### src/rtl/fp16_conv_arbiter.sv
// Round-robin front end that time-shares one int_to_fp16 converter between NUM_REQ producers.
// Optional watchdog on the converter's done pulse: define CONV_TIMEOUT_EN.
module fp16_conv_arbiter #(
    parameter int NUM_REQ        = 4,
    parameter int ID_W           = $clog2(NUM_REQ),
    parameter int TIMEOUT_CYCLES = 32
) (
    input  logic                    clk,
    input  logic                    rst,
    input  logic [NUM_REQ-1:0]      req_valid,
    input  logic [20*NUM_REQ-1:0]   req_data,
    output logic [NUM_REQ-1:0]      req_ready,
    output logic                    conv_valid,
    output logic [19:0]             conv_data,
    input  logic                    conv_done,
    input  logic [15:0]             conv_result,
    output logic                    rsp_valid,
    output logic [ID_W-1:0]         rsp_id,
    output logic [15:0]             rsp_data,
    input  logic                    rsp_ready,
    output logic                    busy
`ifdef CONV_TIMEOUT_EN
    ,
    output logic                    rsp_err,
    output logic                    timeout_err
`endif
);

    typedef enum logic [1:0] {
        IDLE  = 2'd0,
        ISSUE = 2'd1,
        WAIT  = 2'd2,
        RESP  = 2'd3
    } state_t;

    state_t            state_reg, state_next;
    logic [ID_W-1:0]   rr_ptr_reg, rr_ptr_next;
    logic [19:0]       conv_data_reg, conv_data_next;
    logic [ID_W-1:0]   rsp_id_reg, rsp_id_next;
    logic [15:0]       rsp_data_reg, rsp_data_next;

    logic [19:0]        req_word [NUM_REQ];
    logic [NUM_REQ-1:0] upper_mask;
    logic [NUM_REQ-1:0] masked_valid;
    logic [NUM_REQ-1:0] pick_src;
    logic [NUM_REQ-1:0] pick_onehot;
    logic [ID_W-1:0]    pick_idx;
    logic               transfer;
    logic               timed_out;

    if (NUM_REQ < 2 || NUM_REQ > 16) begin : g_bad_num_req
        $error("fp16_conv_arbiter: NUM_REQ must be 2..16");
    end
    if (TIMEOUT_CYCLES < 1) begin : g_bad_timeout
        $error("fp16_conv_arbiter: TIMEOUT_CYCLES must be at least 1");
    end

    // Requesters above the last winner get first pick; otherwise wrap to the lowest index.
    generate
        for (genvar gi = 0; gi < NUM_REQ; gi++) begin : g_lane
            assign req_word[gi]   = req_data[20*gi +: 20];
            assign upper_mask[gi] = (ID_W'(gi) > rr_ptr_reg);
        end
    endgenerate

    assign masked_valid = req_valid & upper_mask;
    assign pick_src     = (|masked_valid) ? masked_valid : req_valid;
    assign pick_onehot  = pick_src & (~pick_src + NUM_REQ'(1));

    always_comb begin
        pick_idx = '0;
        for (int i = 0; i < NUM_REQ; i++) begin
            if (pick_onehot[i]) begin
                pick_idx = ID_W'(i);
            end
        end
    end

    assign req_ready = (state_reg == IDLE) ? pick_onehot : '0;
    assign transfer  = |(req_valid & req_ready);

    always_comb begin
        state_next     = state_reg;
        rr_ptr_next    = rr_ptr_reg;
        conv_data_next = conv_data_reg;
        rsp_id_next    = rsp_id_reg;
        rsp_data_next  = rsp_data_reg;
        case (state_reg)
            IDLE: begin
                if (transfer) begin
                    conv_data_next = req_word[pick_idx];
                    rsp_id_next    = pick_idx;
                    rr_ptr_next    = pick_idx;
                    state_next     = ISSUE;
                end
            end
            ISSUE: state_next = WAIT;
            WAIT: begin
                if (conv_done) begin
                    rsp_data_next = conv_result;
                    state_next    = RESP;
                end else if (timed_out) begin
                    rsp_data_next = 16'h7E00;
                    state_next    = RESP;
                end
            end
            RESP: begin
                if (rsp_ready) begin
                    state_next = IDLE;
                end
            end
            default: state_next = IDLE;
        endcase
    end

    always_ff @(posedge clk) begin
        if (rst) begin
            state_reg     <= IDLE;
            rr_ptr_reg    <= ID_W'(NUM_REQ - 1);
            conv_data_reg <= '0;
            rsp_id_reg    <= '0;
            rsp_data_reg  <= '0;
        end else begin
            state_reg     <= state_next;
            rr_ptr_reg    <= rr_ptr_next;
            conv_data_reg <= conv_data_next;
            rsp_id_reg    <= rsp_id_next;
            rsp_data_reg  <= rsp_data_next;
        end
    end

`ifdef CONV_TIMEOUT_EN
    localparam int CNT_W = $clog2(TIMEOUT_CYCLES + 1);

    logic [CNT_W-1:0] wait_cnt_reg, wait_cnt_next;
    logic             rsp_err_reg, rsp_err_next;
    logic             timeout_err_reg, timeout_err_next;

    // A done arriving on the final watchdog cycle still counts as a normal completion.
    assign timed_out = (state_reg == WAIT) && !conv_done &&
                       (wait_cnt_reg == CNT_W'(TIMEOUT_CYCLES - 1));

    always_comb begin
        wait_cnt_next    = '0;
        rsp_err_next     = rsp_err_reg;
        timeout_err_next = timeout_err_reg | timed_out;
        if (state_reg == WAIT) begin
            wait_cnt_next = wait_cnt_reg + CNT_W'(1);
            if (conv_done) begin
                rsp_err_next = 1'b0;
            end else if (timed_out) begin
                rsp_err_next = 1'b1;
            end
        end
    end

    always_ff @(posedge clk) begin
        if (rst) begin
            wait_cnt_reg    <= '0;
            rsp_err_reg     <= 1'b0;
            timeout_err_reg <= 1'b0;
        end else begin
            wait_cnt_reg    <= wait_cnt_next;
            rsp_err_reg     <= rsp_err_next;
            timeout_err_reg <= timeout_err_next;
        end
    end

    assign rsp_err     = rsp_err_reg;
    assign timeout_err = timeout_err_reg;
`else
    assign timed_out = 1'b0;
`endif

    assign conv_valid = (state_reg == ISSUE);
    assign conv_data  = conv_data_reg;
    assign rsp_valid  = (state_reg == RESP);
    assign rsp_id     = rsp_id_reg;
    assign rsp_data   = rsp_data_reg;
    assign busy       = (state_reg != IDLE);

endmodule

### config.mk
export PLATFORM = sky130hd
export DESIGN_NAME = fp16_conv_arbiter
export DESIGN_NICKNAME = d
export VERILOG_FILES = /design/src/rtl/fp16_conv_arbiter.sv
export SDC_FILE = /design/constraint.sdc
export NUM_CORES = 1
export LEC_CHECK = 0
export ABC_AREA = 1
export ABC_CLOCK_PERIOD_IN_PS = 2100
export CORE_MARGIN = 3
export CORE_UTILIZATION = 40
export DETAILED_ROUTE_END_ITERATION = 8
export PLACE_DENSITY = 0.81
export SYNTH_ARGS = -nofsm -noshare
export SYNTH_HDL_FRONTEND = slang
export SYNTH_SLANG_ARGS = --single-unit
### constraint.sdc
create_clock -name clk -period 2.1 [get_ports clk]
set_input_delay 0.42 -clock clk [delete_from_list [all_inputs] [get_ports clk]]
set_output_delay 0.42 -clock clk [all_outputs]
set_load 0.05 [all_outputs]
## After elaboration in Yosys (flattened, before gate mapping)

Cells that the tools add are included.

| cells by class | value |
|---|---|
| add/sub/neg operators | 1 |
| $lt $le $gt $ge | 5 |
| eq/ne operators | 6 |
| mux-type cells | 12 |
| bitwise operators | 5 |
| reduce and logical (&&, ||, !) cells | 7 |

Operators by type and width:

| cell | number |
|---|---|
| $bmux 20 s2 | 1 |
| $mux 20 | 2 |
| $and 4x4->4 | 3 |
| $mux 2 | 5 |
| $mux 4 | 2 |
| $pmux 2 s4 | 1 |
| $reduce_or 4->1 | 2 |
| $add 4x1->4 const B | 1 |
| $eq 2x2->1 const B | 2 |
| $gt 1x2->1 const A | 2 |
| $gt 2x2->1 const A | 2 |
| $ne 2x2->1 const B | 2 |
| $not 4->4 | 1 |
| $reduce_and 2->1 | 2 |
| $ge 3x3->1 const B | 1 |
| $not 2->3 | 1 |
| $reduce_and 3->1 | 1 |
| $eq 2x1->1 const B | 1 |
| $logic_not 2->1 | 1 |
| $ne 2x1->1 const B | 1 |
| $reduce_bool 2->1 | 1 |
| $mux 1 | 1 |

| word-level totals | value |
|---|---|
| register bits after elaboration | 42 |
| word-level logic and storage cells | 41 |

## Depth between registers and ports, before layout

| logic depth | value |
|---|---|
| depth after elaboration | 14 |
| gate-level depth with buffers | 14 |
| depth with buffers taken out | 14 |

## Least setup slack after synthesis

No wires, ideal clock.

| path | value |
|---|---|
| path kind | register -> register |
| start | register state_reg[0] |
| end | register conv_data_reg[11] (netlist: conv_data[11]) |
| library setup time | 0.109 ns |
| arrival | 2.240 ns |
| required time | 1.991 ns |
| setup slack | -0.249 ns |
| cell stages (with the launch flop) | 11 |
| period minus slack after synthesis | 2.349 ns |
| path through | dfxtp_1 -> inv_1 -> ha_1 -> inv_1 -> nor2_1 -> nor2_4 -> nand2_4 -> buf_4 -> nand3_1 -> nand2_1 -> inv_1 |

| between the ends | value |
|---|---|
| cells in the longest elaborated chain, start to end | 5 |

Ends and longest elaborated chain:

| item | line | text |
|---|---|---|
| from (decl) | 36 | `state_t state_reg, state_next;` |
| from (signal assigned) | 124 | `state_reg <= state_next;` |
| $logic_not 2->1 | 79 | `assign req_ready = (state_reg == IDLE) ? pick_onehot : '0;` |
| $mux 4 | 79 |  |
| net req_ready[0] | 12 | `output logic [NUM_REQ-1:0] req_ready,` |
| $and 4x4->4 | 80 | `assign transfer = \|(req_valid & req_ready);` |
| $reduce_or 4->1 | 80 |  |
| $reduce_and 2->1 (no source line) | -- |  |
| to (signal assigned) | 126 | `conv_data_reg <= conv_data_next;` |
| to (decl) | 38 | `logic [19:0] conv_data_reg, conv_data_next;` |

The timed path passes the listed nets, and every way through them passes these cells.
A chain may end at the register's enable or synchronous reset.

## Final worst setup path

| path | value |
|---|---|
| start | input req_valid[0] |
| end | output req_ready[1] |

| between the ends | value |
|---|---|
| cells in the longest elaborated chain, start to end | 7 |

Ends and longest elaborated chain:

| item | line | text |
|---|---|---|
| from (decl) | 10 | `input logic [NUM_REQ-1:0] req_valid,` |
| $and 4x4->4 | 66 | `assign masked_valid = req_valid & upper_mask;` |
| $reduce_or 4->1 | 67 | `assign pick_src = (\|masked_valid) ? masked_valid : req_valid;` |
| $mux 4 * | 67 |  |
| $not 4->4 | 68 | `assign pick_onehot = pick_src & (~pick_src + NUM_REQ'(1));` |
| $add 4x1->4 | 68 |  |
| $and 4x4->4 * | 68 |  |
| $mux 4 * | 79 |  |
| to (decl) | 12 |  |

Mark *: on every way between the ends. The rest lies on a longest branch, timed or not.

==> results by group <==
Worst setup path
  – CP max stage cell: clkdlybuf4s50_1
  – Startpoint types: input pin
  – Worst path cell trace: clkdlybuf4s50_1 -> inv_1 -> nor2_4 -> nand2_4 -> nand2_4 -> nor2_4 -> buf_4 -> buf_12
  – Worst-path fanout max: 2
  – Crit path DAT: 1.60 ns
  – Worst r2r src: rr_ptr_reg[1]
  – Worst reg2reg path endpoint: conv_data[16]
  – Worst Setup End Kind: output pin
  – CP required: 1.68 ns
  – Slowest stage delay, CP: 0.46 ns
  – Crit path from: req_valid[0]
  – End of the critical path: req_ready[1]
  – Crit path kind: input pin to output pin
  – Register-to-Register Path Depth: 14
  – Reg2reg setup slack: 0.25 ns

STA
  – Final Hold Fails: 0
  – Final setup vio count: 0
  – Final worst slack: 0.0759 ns
  – Final period util: 96.4%
  – Hold slack: 0.470 ns
  – Worst-Margin Slew: 0.542 ns
  – Fin crit period: 2.02 ns
  – Worst clock skew: 0.00590 ns
  – Final Max Slew Viols: 0
  – Fmax: 494 MHz
  – Slew HR: 63.7%

Job
  – MaxCap Viol Count: 0

Floorplanning
  – Die W: 90.2 µm
  – Row cnt: 30
  – Initial Util: 41.5%
  – Core ar.: 0.00683 mm²
  – Io pins: 149
  – Die Y: 90.2 µm
  – Die Area: 0.00814 mm²

Synthesis
  – Mux contribution to synthesized area: 0%
  – Post-synthesis simple-gate area fraction: 37.2%
  – Post-Syn Nets: 589
  – Post-Syn Area: 0.00284 mm²
  – Sequential area share after synthesis: 29.6%
  – Distinct cells, synth: 23
  – Syn Inst Count: 480
  – Synth Area in Adders: 2.21%
  – Compound-cell area share of the yosys netlist: 8.25%
  – Synth Warn #: 0
  – Main combinational cell family by area after synthesis: simple AND/OR/NAND/NOR gates
  – Post-Synth XOR/XNOR Area: 0%
  – Synth Area per Inst: 5.91 µm²
  – FF+latch count, synth: 42

Drt
  – Via-to-Cell Ratio: 4.63
  – Final wirelength: 9420 µm
  – TritonRoute pass-1 iters: 5
  – Post-route ant nets: 0
  – DR iter-0 viols: 170
  – Routed via count: 3374
  – DR DRC count: 0
  – Wirelength per Cell: 12.9 µm

Worst hold path
  – Worst hold start: rsp_id[0]
  – HP Class: flop to flop

Pwr
  – Final Power: 6.41 mW
  – Pwr Density: 1340 mW/mm²
  – Leakage power: 2.51 nW
  – Max VDD drop: 0.942 mV

Place
  – Routability cong.: 0.902
  – Port buffer count: 148
  – Pre-CTS setup slack: -0.179 ns
  – HPWL after DPL: 6960 µm

Run status
  – Status: completed

Cells and area
  – Area Growth Syn to Fin: 68.2%
  – Commonest non-fill, non-tap cells in the layout: 138 x clkdlybuf4s50_1, 132 x inv_1, 103 x nand3_1
  – Most common cell after layout, fill and taps aside: clkdlybuf4s50_1
  – Nets: 741
  – Max reg flops: 20
  – Share of cells above drive strength 1: 9.32%
  – Diode count: 0

Clock network
  – Clock Path Buffers: 2
  – Skew-Pair Late Insertion Delay: 0.29 ns
  – Hold Buf Count CTS: 0
  – CTS Buf Count: 5
  – H-tree depth: 2
  – Clock tree sinks: 42
  – Clk slew on worst S/H paths: 0.08 ns
  – CTS tree: yes
  – Root Buffer: clkbuf_8

GRT
  – First-pass GRT wire length: 15600 µm
  – Largest net degree at the start of global routing: 42
  – GRT Overall Usage: 22.9%
  – Vias in the first global route: 3271
  – Initial antenna violation count: 0
  – GRT overflow: 0
## worst min path at each step
| stage | slack (ns) | end | cells past startpoint |
|---|---|---|---|
| after floorplan | 0.49 | rsp_id[0] | 1 |
| after global placement | 0.45 | rsp_id[0] | 2 |
| after detailed placement | 0.46 | rsp_id[0] | 2 |
| after CTS | 0.47 | rsp_id[0] | 2 |
| after global routing | 0.51 | rsp_data[11] | 2 |
| final | 0.47 | rsp_id[0] | 2 |
## cells in the mapped netlist, drive strengths merged
library cell | instances | share of area, %
a21oi | 4 | 0.71
buf | 16 | 3.5
clkbuf | 10 | 1.3
dfxtp | 42 | 30
ha | 5 | 2.2
inv | 135 | 18
nand2 | 79 | 11
nand3 | 105 | 19
nand3b | 2 | 0.53
nor2 | 42 | 6.4
o211ai | 3 | 0.97
o21ai | 36 | 6.4
o22ai | 1 | 0.22
## worst max-delay path, delay by kind of cell
family                 cells  cell delay (ns)
AND/OR/NAND/NOR            4             0.39
buffers and inverters      4             0.80
## what timing repair did
item,CTS,global route
setup endpoints to repair,4,24
buffers inserted,4,0
resized for setup,13,8
gates cloned,0,1
pin swaps,10,2
## layout make-up
cell class                 instances  area (µm²)
multi-input combinational        277        1410
inverter                         135         512
timing repair buffer             171        1780
clock inverter                     2        37.5
sequential                        42         841
tap                               96         120
fill                             608        2060
clock buffer                       6        72.6
## power by group
group          total [mW]  switching, mW  leakage, nW  internal, mW
combinational        4.49           2.76         2.11          1.72
clock               0.648          0.293       0.0514         0.355
sequential           1.28          0.172        0.346          1.11
total                6.41           3.23         2.51          3.18
## through the flow
step                std cells  TNS (ns)  area [µm²]  util, %
finish                    729         0        4770     69.8
CTS                       728         0        4730     69.2
floorplan                 480    -0.256        2840        -
global route              729  -0.00901        4770     69.8
detailed placement        716     -3.45        4550     66.6
global placement          716     -1.29        4550     66.6
## logic make-up (layout without fill, tap and decap cells)
| kind of cell | after synthesis | in the layout |
|---|---|---|
| fa+ha+maj | 5 | 5 |
| simple gates | 228 | 228 |
| compound gates | 44 | 44 |
| flops | 42 | 42 |
| buf+inv | 161 | 314 |
## per-layer routing
| metal | GRT usage, % | vias to the layer above | routed length [µm] |
|---|---|---|---|
| li1 | - | 1747 | - |
| met1 | 27.9 | 1492 | 3900 |
| met2 | 40.1 | 121 | 4720 |
| met3 | 5.86 | 14 | 637 |
| met4 | 5.74 | 0 | 165 |
| met5 | 0 | - | 0 |
Power figures use the tool's default switching activity.
